File: src/rtl/core_control_exc_entry_if.sv
// Bundles the exception-entry sequencer's bus: the detector and pipeline inputs,
// and the register-file, CPSR/SPSR and fetch-redirect outputs.
interface core_control_exc_entry_if;
  logic        exception;
  logic [4:0]  exception_mode;
  logic [31:0] exception_vector;
  logic        exception_offset_pc;
  logic        stall;
  logic [31:0] pc;
  logic [31:0] cpsr;
  logic        busy;
  logic        spsr_we;
  logic [31:0] spsr_value;
  logic        cpsr_we;
  logic [31:0] cpsr_value;
  logic        reg_we;
  logic [4:0]  reg_mode;
  logic [3:0]  reg_index;
  logic [31:0] reg_value;
  logic        branch;
  logic [31:0] branch_target;
  logic        flush;

  modport master (
    output exception, exception_mode, exception_vector, exception_offset_pc, stall, pc, cpsr,
    input  busy, spsr_we, spsr_value, cpsr_we, cpsr_value, reg_we, reg_mode, reg_index,
           reg_value, branch, branch_target, flush
  );

  modport slave (
    input  exception, exception_mode, exception_vector, exception_offset_pc, stall, pc, cpsr,
    output busy, spsr_we, spsr_value, cpsr_we, cpsr_value, reg_we, reg_mode, reg_index,
           reg_value, branch, branch_target, flush
  );
endinterface

File: src/rtl/core_control_exc_entry.sv
// Exception entry sequencer: banks CPSR into SPSR, switches mode, writes the banked LR
// and redirects fetch to the vector, holding the pipeline busy throughout.
module core_control_exc_entry (
  input  logic                           clk,
  input  logic                           rst_n,
  core_control_exc_entry_if.slave        bus
);
  typedef enum logic [2:0] {IDLE, LATCH, SWITCH, LINK, BRANCH} state_t;

  state_t      state_q, state_d;
  logic        pending_q, pending_d;
  logic [31:0] saved_pc_q, saved_pc_d;
  logic [31:0] saved_cpsr_q, saved_cpsr_d;
  logic [4:0]  mode_q, mode_d;
  logic [31:0] vector_q, vector_d;
  logic        offset_q, offset_d;

  logic [31:0] new_cpsr;
  logic [31:0] link_value;

  // FIQ entry also masks FIQ; every other mode keeps the old F bit.
  assign new_cpsr   = {saved_cpsr_q[31:8], 1'b1,
                       (mode_q == 5'b10001) ? 1'b1 : saved_cpsr_q[6], 1'b0, mode_q};
  assign link_value = saved_pc_q + (offset_q ? 32'd4 : 32'd8);

  always_comb begin
    state_d      = state_q;
    pending_d    = pending_q;
    saved_pc_d   = saved_pc_q;
    saved_cpsr_d = saved_cpsr_q;
    mode_d       = mode_q;
    vector_d     = vector_q;
    offset_d     = offset_q;

    bus.busy          = (state_q != IDLE);
    bus.spsr_we       = 1'b0;
    bus.spsr_value    = 32'd0;
    bus.cpsr_we       = 1'b0;
    bus.cpsr_value    = 32'd0;
    bus.reg_we        = 1'b0;
    bus.reg_mode      = 5'd0;
    bus.reg_index     = 4'd0;
    bus.reg_value     = 32'd0;
    bus.branch        = 1'b0;
    bus.branch_target = 32'd0;
    bus.flush         = 1'b0;

    // Requests arriving mid-sequence collapse into one chained entry.
    if (state_q != IDLE && bus.exception) begin
      pending_d = 1'b1;
    end

    case (state_q)
      IDLE: begin
        if (rst_n && bus.exception) begin
          bus.flush    = 1'b1;
          saved_pc_d   = bus.pc;
          saved_cpsr_d = bus.cpsr;
          state_d      = LATCH;
        end
      end
      LATCH: begin
        if (!bus.stall) begin
          mode_d   = bus.exception_mode;
          vector_d = bus.exception_vector;
          offset_d = bus.exception_offset_pc;
          state_d  = SWITCH;
        end
      end
      SWITCH: begin
        bus.spsr_value = saved_cpsr_q;
        bus.cpsr_value = new_cpsr;
        if (!bus.stall) begin
          bus.spsr_we = 1'b1;
          bus.cpsr_we = 1'b1;
          state_d     = LINK;
        end
      end
      LINK: begin
        bus.reg_mode  = mode_q;
        bus.reg_index = 4'd14;
        bus.reg_value = link_value;
        if (!bus.stall) begin
          bus.reg_we = 1'b1;
          state_d    = BRANCH;
        end
      end
      BRANCH: begin
        bus.branch_target = vector_q;
        if (!bus.stall) begin
          bus.branch = 1'b1;
          // A chained entry starts from the state the completed entry left behind.
          if (pending_q || bus.exception) begin
            pending_d    = 1'b0;
            saved_cpsr_d = new_cpsr;
            saved_pc_d   = vector_q;
            state_d      = LATCH;
          end else begin
            state_d = IDLE;
          end
        end
      end
      default: state_d = IDLE;
    endcase
  end

  always_ff @(posedge clk or negedge rst_n) begin
    if (!rst_n) begin
      state_q      <= IDLE;
      pending_q    <= 1'b0;
      saved_pc_q   <= 32'd0;
      saved_cpsr_q <= 32'd0;
      mode_q       <= 5'd0;
      vector_q     <= 32'd0;
      offset_q     <= 1'b0;
    end else begin
      state_q      <= state_d;
      pending_q    <= pending_d;
      saved_pc_q   <= saved_pc_d;
      saved_cpsr_q <= saved_cpsr_d;
      mode_q       <= mode_d;
      vector_q     <= vector_d;
      offset_q     <= offset_d;
    end
  end
endmodule

File: src/flat_wrapper.sv
// flat-port wrapper written by rule: the top's interface ports become plain ports
module core_control_exc_entry_flat 
  (clk, rst_n, bus_exception, bus_exception_mode, bus_exception_vector, bus_exception_offset_pc, bus_stall, bus_pc, bus_cpsr, bus_busy, bus_spsr_we, bus_spsr_value, bus_cpsr_we, bus_cpsr_value, bus_reg_we, bus_reg_mode, bus_reg_index, bus_reg_value, bus_branch, bus_branch_target, bus_flush);
  core_control_exc_entry_if bus_i ();
  input  logic clk;
  input  logic rst_n;
  input wire logic [$bits(bus_i.exception)-1:0] bus_exception;
  input wire logic [$bits(bus_i.exception_mode)-1:0] bus_exception_mode;
  input wire logic [$bits(bus_i.exception_vector)-1:0] bus_exception_vector;
  input wire logic [$bits(bus_i.exception_offset_pc)-1:0] bus_exception_offset_pc;
  input wire logic [$bits(bus_i.stall)-1:0] bus_stall;
  input wire logic [$bits(bus_i.pc)-1:0] bus_pc;
  input wire logic [$bits(bus_i.cpsr)-1:0] bus_cpsr;
  output wire logic [$bits(bus_i.busy)-1:0] bus_busy;
  output wire logic [$bits(bus_i.spsr_we)-1:0] bus_spsr_we;
  output wire logic [$bits(bus_i.spsr_value)-1:0] bus_spsr_value;
  output wire logic [$bits(bus_i.cpsr_we)-1:0] bus_cpsr_we;
  output wire logic [$bits(bus_i.cpsr_value)-1:0] bus_cpsr_value;
  output wire logic [$bits(bus_i.reg_we)-1:0] bus_reg_we;
  output wire logic [$bits(bus_i.reg_mode)-1:0] bus_reg_mode;
  output wire logic [$bits(bus_i.reg_index)-1:0] bus_reg_index;
  output wire logic [$bits(bus_i.reg_value)-1:0] bus_reg_value;
  output wire logic [$bits(bus_i.branch)-1:0] bus_branch;
  output wire logic [$bits(bus_i.branch_target)-1:0] bus_branch_target;
  output wire logic [$bits(bus_i.flush)-1:0] bus_flush;
  assign bus_i.exception = bus_exception;
  assign bus_i.exception_mode = bus_exception_mode;
  assign bus_i.exception_vector = bus_exception_vector;
  assign bus_i.exception_offset_pc = bus_exception_offset_pc;
  assign bus_i.stall = bus_stall;
  assign bus_i.pc = bus_pc;
  assign bus_i.cpsr = bus_cpsr;
  assign bus_busy = bus_i.busy;
  assign bus_spsr_we = bus_i.spsr_we;
  assign bus_spsr_value = bus_i.spsr_value;
  assign bus_cpsr_we = bus_i.cpsr_we;
  assign bus_cpsr_value = bus_i.cpsr_value;
  assign bus_reg_we = bus_i.reg_we;
  assign bus_reg_mode = bus_i.reg_mode;
  assign bus_reg_index = bus_i.reg_index;
  assign bus_reg_value = bus_i.reg_value;
  assign bus_branch = bus_i.branch;
  assign bus_branch_target = bus_i.branch_target;
  assign bus_flush = bus_i.flush;
  core_control_exc_entry u_core (.clk(clk), .rst_n(rst_n), .bus(bus_i));
endmodule
File: config.mk
export PLATFORM = sky130hd
export DESIGN_NAME = core_control_exc_entry_flat
export DESIGN_NICKNAME = d
export VERILOG_FILES = /design/src/rtl/core_control_exc_entry_if.sv /design/src/rtl/core_control_exc_entry.sv /design/src/flat_wrapper.sv
export SDC_FILE = /design/constraint.sdc
export NUM_CORES = 1
export LEC_CHECK = 0
export BUFFER_PORTS_ARGS = -buffer_cell sky130_fd_sc_hd__buf_2
export CAP_MARGIN = 10
export CORE_ASPECT_RATIO = 1.4
export CORE_MARGIN = 2
export CORE_UTILIZATION = 44
export DETAILED_ROUTE_END_ITERATION = 6
export PLACE_DENSITY = 0.78
export SLEW_MARGIN = 20
export SYNTH_ARGS = -nofsm -noshare
export SYNTH_HDL_FRONTEND = slang
export SYNTH_SLANG_ARGS = --single-unit
export TNS_END_PERCENT = 5
File: constraint.sdc
create_clock -name clk -period 2.4 [get_ports clk]
set_input_delay 0.24 -clock clk [delete_from_list [all_inputs] [get_ports clk]]
set_output_delay 0.24 -clock clk [all_outputs]
set_load 0.05 [all_outputs]
# == Yosys cells after proc, flatten, opt, wreduce, memory -nomap -nowiden ==
# Index checks and enable logic that the tools add are counted.
# totals
regBits,106
latchBits,0
ram_bits,0
mem_bits_ro,0
memories,0
# op_classes
addsub,1
n_mul,0
n_div,0
order_cmp,0
eq_ne,11
n_shift,0
muxes,33
bitwise_logic,2
n_reduce_logical,10
# op_table
op,n
2-to-1 mux 32 bit,9
case mux 32 bit (2 select lines),2
adder 32 bit,1
2-to-1 mux 3 bit,5
case mux 3 bit (5 select lines),1
2-to-1 mux 1 bit,12
2-to-1 mux 4 bit,2
2-to-1 mux 8 bit,1
"inequality test 2 bit, second input constant",4
"equality test 3 x 2 -> 1 bit, second input constant",2
"equality test 5 bit, second input constant",1
2-to-1 mux 5 bit,1
AND reduction 5 bit,1
"inequality test 2 x 1 -> 1 bit, second input constant",2
AND reduction 4 bit,1
"equality test 3 x 1 -> 1 bit, second input constant",1
"equality test 3 bit, second input constant",1
logical NOT 3 bit,1
AND reduction 3 bit,1
nonzero test 3 bit,1
logical AND 1 bit,2
NOT 1 bit,2
AND reduction 2 bit,1
nonzero test 2 bit,1
logical OR 1 bit,1

# == Longest topological paths before layout ==
# Gate-level depths: netlist (run 1).
# logic_depth
word_depth,6
mapped_depth,8
depth_no_buf,7

# == Least setup slack after synthesis (run 1) ==
# Ideal clock, no wire load.
# synth_timing
kind,register to output
startpoint,register u_core.offset_q
endpoint,output port bus_reg_value[24]
arrival_ns,3.067
path_slack_ns,-0.907
path_stages_with_launch,9
path_buffers,1
path_cell_list,dfrtp_1 ha_1 inv_1 fa_1 nand4b_2 or3_4 buf_6 or4_1 a21oi_1
# synth_between
elab_chain_cells,3
# synth_rtl
element,line_no,source
from (decl),core_control_exc_entry.sv:16,"logic offset_q, offset_d;"
from (signal assigned),core_control_exc_entry.sv:123,offset_q <= offset_d;
2-to-1 mux 4 bit,core_control_exc_entry.sv:24,assign link_value = saved_pc_q + (offset_q ? 32'd4 : 32'd8);
adder 32 bit,core_control_exc_entry.sv:24,
2-to-1 mux 32 bit,core_control_exc_entry.sv:53,case (state_q)
to (decl),flat_wrapper.sv:22,output wire logic [$bits(bus_i.reg_value)-1:0] bus_reg_value;
# Every way passes these cells.

# == Final worst setup path (run 1) ==
# layout_timing
startpoint,register u_core.saved_pc_q[2]
endpoint,output port bus_reg_value[18]
# layout_between
elab_chain_cells,2
# layout_rtl
element,line_no,source
from (decl),core_control_exc_entry.sv:12,"logic [31:0] saved_pc_q, saved_pc_d;"
from (signal assigned),core_control_exc_entry.sv:119,saved_pc_q <= saved_pc_d;
adder 32 bit,core_control_exc_entry.sv:24,
2-to-1 mux 32 bit,core_control_exc_entry.sv:53,
# Every way passes these cells.

==> impl_metrics.yaml, run 1 <==
outcome:
  status: "complete, but fails checks"
  violations: "negative hold slack, negative setup slack"
synthesis:
  synth.distinct_cells: 47
  syn-cell-area_mm2: 0.005977
  yosysWarnings: 0
  synth_mux_area_share_pct: 20.95
  synth_top_family_by_area: "multiplexers"
  synthAdderAreaFrac_pct: 0.7536
  synthCells: 551
  ys.flop_type: "dfrtp_1"
  avgSynthCellArea_um2: 10.85
  async_reset_ff_share_pct: 100.0
  synth-simple-area-share_pct: 17.77
  seq_area_frac_synth_pct: 44.38
  ys_ff_latch: 106
  synth_enable_flop_cells: 0
  synth_compound_area_share_pct: 7.808
  synth_xor_area_share_pct: 1.612
clocking:
  cts_tree: "done"
  numCtsBuffers: 9
  cts.sinks: 106
  root_buffer: "clkbuf_16"
  cts.clk_slew.worst_paths_ns: 0.07
  htreeDepth: 3
  ctsHoldBuffers: 0
  clock_latency_ns: 0.34
  clk_path_buf_depth: 2
setup_path:
  required_ns: 2.16
  reg2reg_slack_ns: 0.44
  crit_path_end_kind: "primary output"
  arrival_ns: 2.70
  worst-path-max-fanout: 5
  rr_startpoint: "u_core.state_q[2]"
  critPathLaunchType: "register"
  crit_type: "reg -> out"
  worst_r2r_path_depth: 4
  r2r-end: "u_core.saved_pc_q[6]"
timing:
  drv_slew: 0
  tightest_slew_ns: 0.8263
  fmax_mhz: 340.2
  setup_slack_ns: -0.5393
  layout_min_cycle_time_ns: 2.939
  fin_crit_sh_pct: 122.5
  setup_tns_ns: -7.197
  timing.hold.ws_ns: -0.001859
  slew_headroom_pct: 44.91
  finalClockSkew_ns: 0.007102
  finalHoldViolations: 2
  setup_viol: 21
  rsz0062_at_grt: "true"
placement:
  dp_cells: 960
  routabilityCongestion: 0.8240
  place_area_mm2: 0.007552
  portBuffers: 246
  dp_hpwl_um: 11880
drt:
  met3_length_um: 1243
  drc: 0
  wl_met1_um: 5992
  first_pass_iters: 4
  avgViaCountPerCell: 5.101
  wl_per_cell_um: 16.49
  dr_wl_met2_um: 8564
  top_layer_used: "met4"
  ant_nets: 0
  drt_iter0_drc: 159
  drt_wl_total_um: 16150
  vias: 4994
floorplan:
  dieWidth_um: 102.5
  start_util_pct: 44.85
  boundaryPins: 249
  coreArea_mm2: 0.01333
  num_rows: 50
  die_area_mm2: 0.01455
  die_h_um: 141.9
final_layout:
  stdcell_count: 979
  drive_gt1_share_pct: 53.27
  n_fill_cell: 1138
  multiInputGateArea_mm2: 0.003136
  syn_to_final_growth_pct: 35.00
  ff_latch_area_mm2: 0.002653
  nets: 900
  fin_area_mm2: 0.008069
power:
  power.total_mw: 11.08
  p_int_mw: 5.789
  p_per_area_mw_per_mm2: 1373
  p_leak_nw: 4.068
  clockPowerShare_pct: 13.4
  p_comb_share_pct: 56.3
  switchingPower_mw: 5.291
  switching_share_pct: 47.75
  p_seq_share_pct: 30.4
  peakVddDrop_mv: 0.5892
grt:
  grt_pass1_vias: 5048
  grt_pass1_wl_um: 24790
  grt_max_degree: 65
  antenna_found_initial: 1
  grt_usage_pct: 21.89
  gr-total-overflow: 0
flow_run:
  drv_cap: 0
min_path:
  min_path_type: "in -> async"
==> registers in the layout, indices dropped and copies added (netlist names) <==
signal / cells
u_core.offset_q: 1
u_core.saved_pc_q: 32
u_core.pending_q: 1
u_core.saved_cpsr_q: 32
u_core.mode_q: 5
u_core.state_q: 3
u_core.vector_q: 32
==> power groups by stage <==
stage	Combinational, mW	Clock [mW]	Sequential (mW)
after detailed placement	6.06	0	3.38
after floorplan	4.75	0	3.17
after global routing	6.63	1.58	3.50
after global placement	5.97	0	3.33
after CTS	6.23	1.52	3.35
final	6.23	1.48	3.36
==> how the worst max path moves through the flow <==
stage / end / depth (start not counted) / startpoint
2_1_floorplan: bus_reg_value[24] / 8 / u_core.offset_q
3_3_place_gp: bus_reg_value[18] / 7 / u_core.offset_q
3_5_place_dp: bus_reg_value[18] / 8 / u_core.saved_pc_q[2]
4_1_cts: bus_reg_value[18] / 8 / u_core.saved_pc_q[2]
5_1_grt: bus_reg_value[18] / 8 / u_core.offset_q
6_report: bus_reg_value[18] / 8 / u_core.saved_pc_q[2]
==> through the flow <==
stage / util (%) / setup WS [ns]
after global placement: 56.68 / -0.3878
after global routing: 60.55 / -0.6121
after floorplan: - / -0.3654
final: 60.55 / -0.5393
after CTS: 60.10 / -0.5896
after detailed placement: 56.68 / -0.4158
==> cell usage in the layout (no fill, tap or decap), types with 4 or more instances in the layout <==
master,instances
buf_4,53
inv_1,8
dfrtp_1,106
a21oi_1,15
mux2i_1,6
o21ai_1,4
o31ai_1,10
a21oi_4,5
mux2_1,20
nand2_1,19
or4_4,7
nor2b_1,5
a21o_1,25
buf_2,219
xnor2_1,8
clkbuf_16,9
nor2_1,22
or4_1,5
mux2_2,85
buf_6,12
nand3_1,7
and2_1,78
==> cell type report <==
class                   instances  area share (%)
clock buffers                  12           3.055
flip-flops and latches        106           32.87
multi-input cells             376           38.86
repair buffers                289           21.31
diodes                          1         0.03101
inverters                       9          0.4187
well taps                     182           2.822
clock inverters                 4          0.6358
==> critical path, stage by stage, from the launching register on <==
cell	delay, ns
dfrtp_1	0.36
ha_2	0.19
inv_2	0.04
fa_2	0.34
nand4b_4	0.19
or3_4	0.43
or4_4	0.51
a21oi_4	0.15
buf_8	0.16
==> cell families (layout without fill, tap and decap cells) <==
group	count (synthesis)	count (layout)
AO/OA/AOI/OAI	72	72
XOR/XNOR	11	11
adder cells (fa/ha/maj)	3	3
buffers and inverters	71	314
flip-flops	106	106
multiplexers	112	112
other	1	3
AND/OR/NAND/NOR	175	176
==> metal layers <==
layer | GRT usage [%] | vias to the layer above
met1 | 23.43 | 2384
li1 | - | 2376
met2 | 40.32 | 209
met3 | 5.468 | 25
met4 | 8.491 | 0
met5 | 0 | -
==> synthesized netlist by cell type, types with 5 or more instances <==
master	n	area, µm²
a21o_1	25	187.7
a21oi_1	23	115.1
and2_1	78	488.0
buf_2	6	30.03
buf_4	29	217.7
clkbuf_1	24	90.09
dfrtp_1	106	2653
inv_1	9	33.78
mux2_1	20	225.2
mux2_2	85	957.2
mux2i_1	7	70.07
nand2_1	19	71.32
nand3_1	7	35.03
nor2_1	22	82.58
nor2b_1	5	31.28
o31ai_1	12	90.09
or4_1	11	82.58
xnor2_1	8	70.07
==> what timing repair did <==
action | 4_1_cts | 5_1_grt
pin swaps | 10 | 1
setup buffers | 1 | 0
setup endpoints to repair | 22 | 28
gates cloned | 1 | 0
resized for setup | 44 | 18
endpoints found under the hold margin | 0 | 0
Power figures use the tool's default switching activity.
==> run 2: changes to the inputs <==
Settings changed: MAX_ROUTING_LAYER set to met4.
==> run 2 against run 1 <==
Compared with the run above:
- the run still ends with negative hold slack, negative setup slack left
- sequential cell count stayed put
- wire length is 0.27% higher
- cell count stayed put
- sequential power hardly changed
- first-iteration DRC count is 2.5% higher
- die area stayed put
- largest power group unchanged
==> impl_metrics.yaml, run 2 (synthesized netlist as in run 1, its figures left out) <==
outcome:
  status: "complete, but fails checks"
  violations: "negative hold slack, negative setup slack"
setup_path:
  required_ns: 2.16
  r2r-end: "u_core.saved_pc_q[6]"
  critPathLaunchType: "register"
  arrival_ns: 2.70
  crit_path_end_kind: "primary output"
  crit_type: "reg -> out"
  rr_startpoint: "u_core.state_q[2]"
  worst_r2r_path_depth: 4
  worst-path-max-fanout: 5
  reg2reg_slack_ns: 0.43
timing:
  slew_headroom_pct: 44.49
  tightest_slew_ns: 0.8326
  rsz0062_at_grt: "true"
  setup_slack_ns: -0.5363
  finalClockSkew_ns: 0.008269
  setup_viol: 21
  fmax_mhz: 340.6
  finalHoldViolations: 2
  timing.hold.ws_ns: -0.004185
  fin_crit_sh_pct: 122.3
  layout_min_cycle_time_ns: 2.936
  drv_slew: 0
floorplan:
  num_rows: 50
  coreArea_mm2: 0.01333
  start_util_pct: 44.85
  boundaryPins: 249
  die_area_mm2: 0.01455
  dieWidth_um: 102.5
  die_h_um: 141.9
placement:
  dp_hpwl_um: 11880
  portBuffers: 246
  dp_cells: 960
  dp_slack_ns: -0.4158
  routabilityCongestion: 0.8401
clocking:
  clk_path_buf_depth: 2
  numCtsBuffers: 9
  cts.sinks: 106
  cts_tree: "done"
  root_buffer: "clkbuf_16"
  htreeDepth: 3
  cts.clk_slew.worst_paths_ns: 0.07
  clock_latency_ns: 0.34
grt:
  grt_max_degree: 65
  antenna_found_initial: 1
  gr-total-overflow: 0
  grt_pass1_wl_um: 24800
  grt_usage_pct: 22.57
  grt_pass1_vias: 5032
final_layout:
  layout_commonest_cell: "buf_2"
  syn_to_final_growth_pct: 35.00
  nets: 900
  reg_top3: "u_core.saved_cpsr_q: 32 flops, u_core.saved_pc_q: 32 flops, u_core.vector_q: 32 flops"
  n_fill_cell: 1138
  final_core_util_pct: 60.55
  stdcell_count: 979
  drive_gt1_share_pct: 53.27
  layout_common_cells: "219 x buf_2, 106 x dfrtp_1, 85 x mux2_2"
power:
  peakVddDrop_mv: 0.5898
  switching_share_pct: 47.79
  switchingPower_mw: 5.300
  p_int_mw: 5.789
  p_per_area_mw_per_mm2: 1374
  p_leak_nw: 4.068
  p_seq_share_pct: 30.4
  power.total_mw: 11.09
  clockPowerShare_pct: 13.4
  p_comb_share_pct: 56.3
min_path:
  min_path_type: "in -> async"
drt:
  vias: 4989
  drt_wl_total_um: 16190
  first_pass_iters: 4
  drc: 0
  drt_iter0_drc: 163
  wl_per_cell_um: 16.54
  avgViaCountPerCell: 5.096
  ant_nets: 0
flow_run:
  drv_cap: 0
run 2: cell counts in the layout (fill, tap and decap cells not counted):
No cell type changed its count.
run 2: timing repair:
| action | 4_1_cts | 5_1_grt |
|---|---|---|
| hold buffers | 0 | 0 |
| pin swaps | 10 | 1 |
| gates cloned | 1 | 0 |
| endpoints found under the setup margin | 22 | 28 |
| setup buffers | 1 | 0 |
| resized for setup | 44 | 18 |
run 2: through the flow:
| step | setup TNS, ns | cell area (µm²) |
|---|---|---|
| finish | -7.123 | 8069 |
| detailed placement | -2.975 | 7552 |
| CTS | -7.987 | 8009 |
| global placement | -2.501 | 7552 |
| global route | -9.316 | 8069 |
| floorplan | -6.476 | 6063 |
run 2: routing by layer:
layer / wire, µm / up-vias / global-route usage (%) / share of wire, %
met5: 0 / - / - / 0
met3: 1121 / 19 / 4.828 / 6.9
met4: 267 / 0 / 8.281 / 1.6
met2: 8672 / 202 / 40.25 / 54
met1: 6130 / 2387 / 24.16 / 38
li1: - / 2381 / - / -
run 2: worst max-delay path, stage by stage (launching register included):
cell,delay [ns]
dfrtp_1,0.35
ha_2,0.19
inv_2,0.04
fa_2,0.34
nand4b_4,0.19
or3_4,0.43
or4_4,0.50
a21oi_4,0.15
buf_8,0.16
run 2: layout make-up:
type	instances	area [µm²]	share of cell area [%]
antenna	1	2.502	0.03101
clock buffer	12	246.5	3.055
clock inverter	4	51.30	0.6358
inverter	9	33.78	0.4187
multi-input combinational	376	3136	38.86
sequential	106	2653	32.87
tap	182	227.7	2.822
timing repair buffer	289	1719	21.31
run 2: power groups by stage:
stage               Sequential, mW  Clock [mW]  Combinational, mW
finish                        3.37        1.48               6.24
global route                  3.50        1.58               6.63
CTS                           3.35        1.52               6.23
detailed placement            3.38           0               6.06
global placement              3.33           0               5.97
floorplan                     3.17           0               4.75
run 2: how the worst max path moves through the flow:
stage                          from                 to  cells after the start
6_report       u_core.saved_pc_q[2]  bus_reg_value[18]                      8
5_1_grt             u_core.offset_q  bus_reg_value[18]                      8
2_1_floorplan       u_core.offset_q  bus_reg_value[24]                      8
4_1_cts        u_core.saved_pc_q[2]  bus_reg_value[18]                      8
3_3_place_gp        u_core.offset_q  bus_reg_value[18]                      7
3_5_place_dp   u_core.saved_pc_q[2]  bus_reg_value[18]                      8
==> run 3: changes to the inputs <==
Settings changed: GPL_TIMING_DRIVEN set to 0.
==> run 3 against run 2 <==
Compared with the run above:
- the run ends with negative setup slack left
- wire length rose by 6.4%
- critical path type unchanged
- worst setup slack got worse by 0.17 ns
- sequential cell count did not move
- count of clock-buffer cells in the layout shrank 2
- critical path depth unchanged
- power up 2.3%
- die area unchanged
- global-route usage rose by 1.2 points
- largest cell class unchanged
==> impl_metrics.yaml, run 3 (synthesized netlist as in run 1, its figures left out) <==
grt:
  gr-total-overflow: 0
  grt_usage_pct: 23.81
  antenna_found_initial: 1
  grt_max_degree: 60
  grt_pass1_wl_um: 25710
  grt_pass1_vias: 5087
clocking:
  htreeDepth: 3
  numCtsBuffers: 9
  root_buffer: "clkbuf_16"
  clk_path_buf_depth: 2
  cts.sinks: 106
  cts.clk_slew.worst_paths_ns: 0.07
  clock_latency_ns: 0.35
  cts_tree: "done"
placement:
  routabilityCongestion: 0.8299
  portBuffers: 245
  dp_hpwl_um: 12850
  place_area_mm2: 0.007564
  dp_cells: 981
  dp_slack_ns: -0.6276
final_layout:
  drive_gt1_share_pct: 53.50
  reg_top3: "u_core.saved_cpsr_q: 32 flops, u_core.saved_pc_q: 32 flops, u_core.vector_q: 32 flops"
  layout_commonest_cell: "buf_2"
  final_core_util_pct: 62.54
  layout_common_cells: "215 x buf_2, 106 x dfrtp_1, 85 x mux2_2"
  nets: 932
  fin_area_mm2: 0.008334
  syn_to_final_growth_pct: 39.44
  n_fill_cell: 1132
  stdcell_count: 1011
power:
  p_leak_nw: 4.238
  p_per_area_mw_per_mm2: 1361
  power.total_mw: 11.34
  peakVddDrop_mv: 0.6145
setup_path:
  crit_path_start: "u_core.offset_q"
  crit_path_end_kind: "primary output"
  slowest_stage: "or4_4"
  critPathTopFamily: "simple AND/OR/NAND/NOR gates"
  critPathBufInv: 3
  cp_common_cell: "buf_6"
  worst-path-max-fanout: 8
  cp_slowest_stage_delay_ns: 0.49
  path_cells: "buf_6, fa_2, nand4b_4, or3_4, buf_8, or4_4, a21oi_4, buf_6"
  critPathLaunchType: "register"
  crit_type: "reg -> out"
  required_ns: 2.16
  arrival_ns: 2.87
  rr_startpoint: "u_core.state_q[2]"
timing:
  rsz0062_at_grt: "true"
  finalClockSkew_ns: 0.01330
  setup_tns_ns: -20.58
  tightest_slew_ns: 0.8306
  setup_slack_ns: -0.7063
  layout_min_cycle_time_ns: 3.106
  finalHoldViolations: 0
  drv_slew: 0
  setup_viol: 76
  fmax_mhz: 321.9
  slew_headroom_pct: 44.63
  timing.hold.ws_ns: 0.09567
  fin_crit_sh_pct: 129.4
outcome:
  violations: "negative setup slack"
  status: "complete, but fails checks"
floorplan:
  dieWidth_um: 102.5
  coreArea_mm2: 0.01333
  boundaryPins: 249
  die_area_mm2: 0.01455
  die_h_um: 141.9
  start_util_pct: 44.85
  num_rows: 50
flow_run:
  drv_cap: 0
drt:
  ant_nets: 0
  drt_iter0_drc: 203
  vias: 5061
  drc: 0
  drt_wl_total_um: 17220
  first_pass_iters: 4
  wl_per_cell_um: 17.04
  avgViaCountPerCell: 5.006
min_path:
  min_from: "bus_exception_offset_pc"
  min_path_type: "in -> reg"
run 3: changes by cell type in the layout (fill, tap and decap cells not counted), sizes merged:
cell | before | now
inv | 9 | 10
clkinv | 2 | 3
dlygate4sd3 | 0 | 1
clkbuf | 12 | 40
buf | 289 | 291
or3 | 5 | 4
run 3: worst paths after layout:
| path | end | slack (ns) | cells past startpoint |
|---|---|---|---|
| max | bus_reg_value[24] | -0.71 | 8 |
| min | u_core.offset_q | 0.1 | 3 |
| max reg2reg | u_core.saved_pc_q[27] | 0.10 | 5 |
| min reg2reg | u_core.saved_cpsr_q[16] | 0.48 | 1 |
| max in group asynchronous | u_core.saved_cpsr_q[15] | 1.48 | 3 |
| min in group asynchronous | u_core.saved_cpsr_q[18] | 0.66 | 3 |
run 3: per-layer routing:
layer,up-vias,wire length [µm],global-route usage (%)
met4,0,319,7.649
li1,2442,-,-
met5,-,0,-
met2,194,9341,42.48
met1,2403,6267,26.02
met3,22,1295,4.975
run 3: layout make-up:
| cell class | instances | area [µm²] | area share (%) |
|---|---|---|---|
| inverters | 9 | 33.78 | 0.4053 |
| flip-flops and latches | 106 | 2653 | 31.83 |
| multi-input cells | 375 | 3167 | 38.00 |
| repair buffers | 260 | 1545 | 18.54 |
| well taps | 182 | 227.7 | 2.732 |
| diodes | 1 | 2.502 | 0.03003 |
| clock buffers | 10 | 239.0 | 2.867 |
| clock inverters | 6 | 65.06 | 0.7807 |
| plain buffers | 62 | 401.6 | 4.819 |
run 3: report_power, final:
part	internal (mW)	total, mW	switching (mW)
registers	2.69	3.37	0.681
clock network	0.841	1.53	0.689
logic	2.37	6.44	4.07
run 3: repair_timing:
item / CTS / global route
gates cloned: 0 / 1
hold buffers: 2 / 1
buffers inserted: 5 / 5
hold endpoints to repair: 48 / 106
resized for setup: 66 / 49
endpoints found under the setup margin: 145 / 144
pin swaps: 9 / 6
run 3: worst register-to-register path, cell delays in order (launching register included):
cell and delay [ns]:
dfrtp_1 0.41, clkbuf_4 0.25, nor2_1 0.08, o21ai_1 0.35, buf_1 0.68, mux2_2 0.41
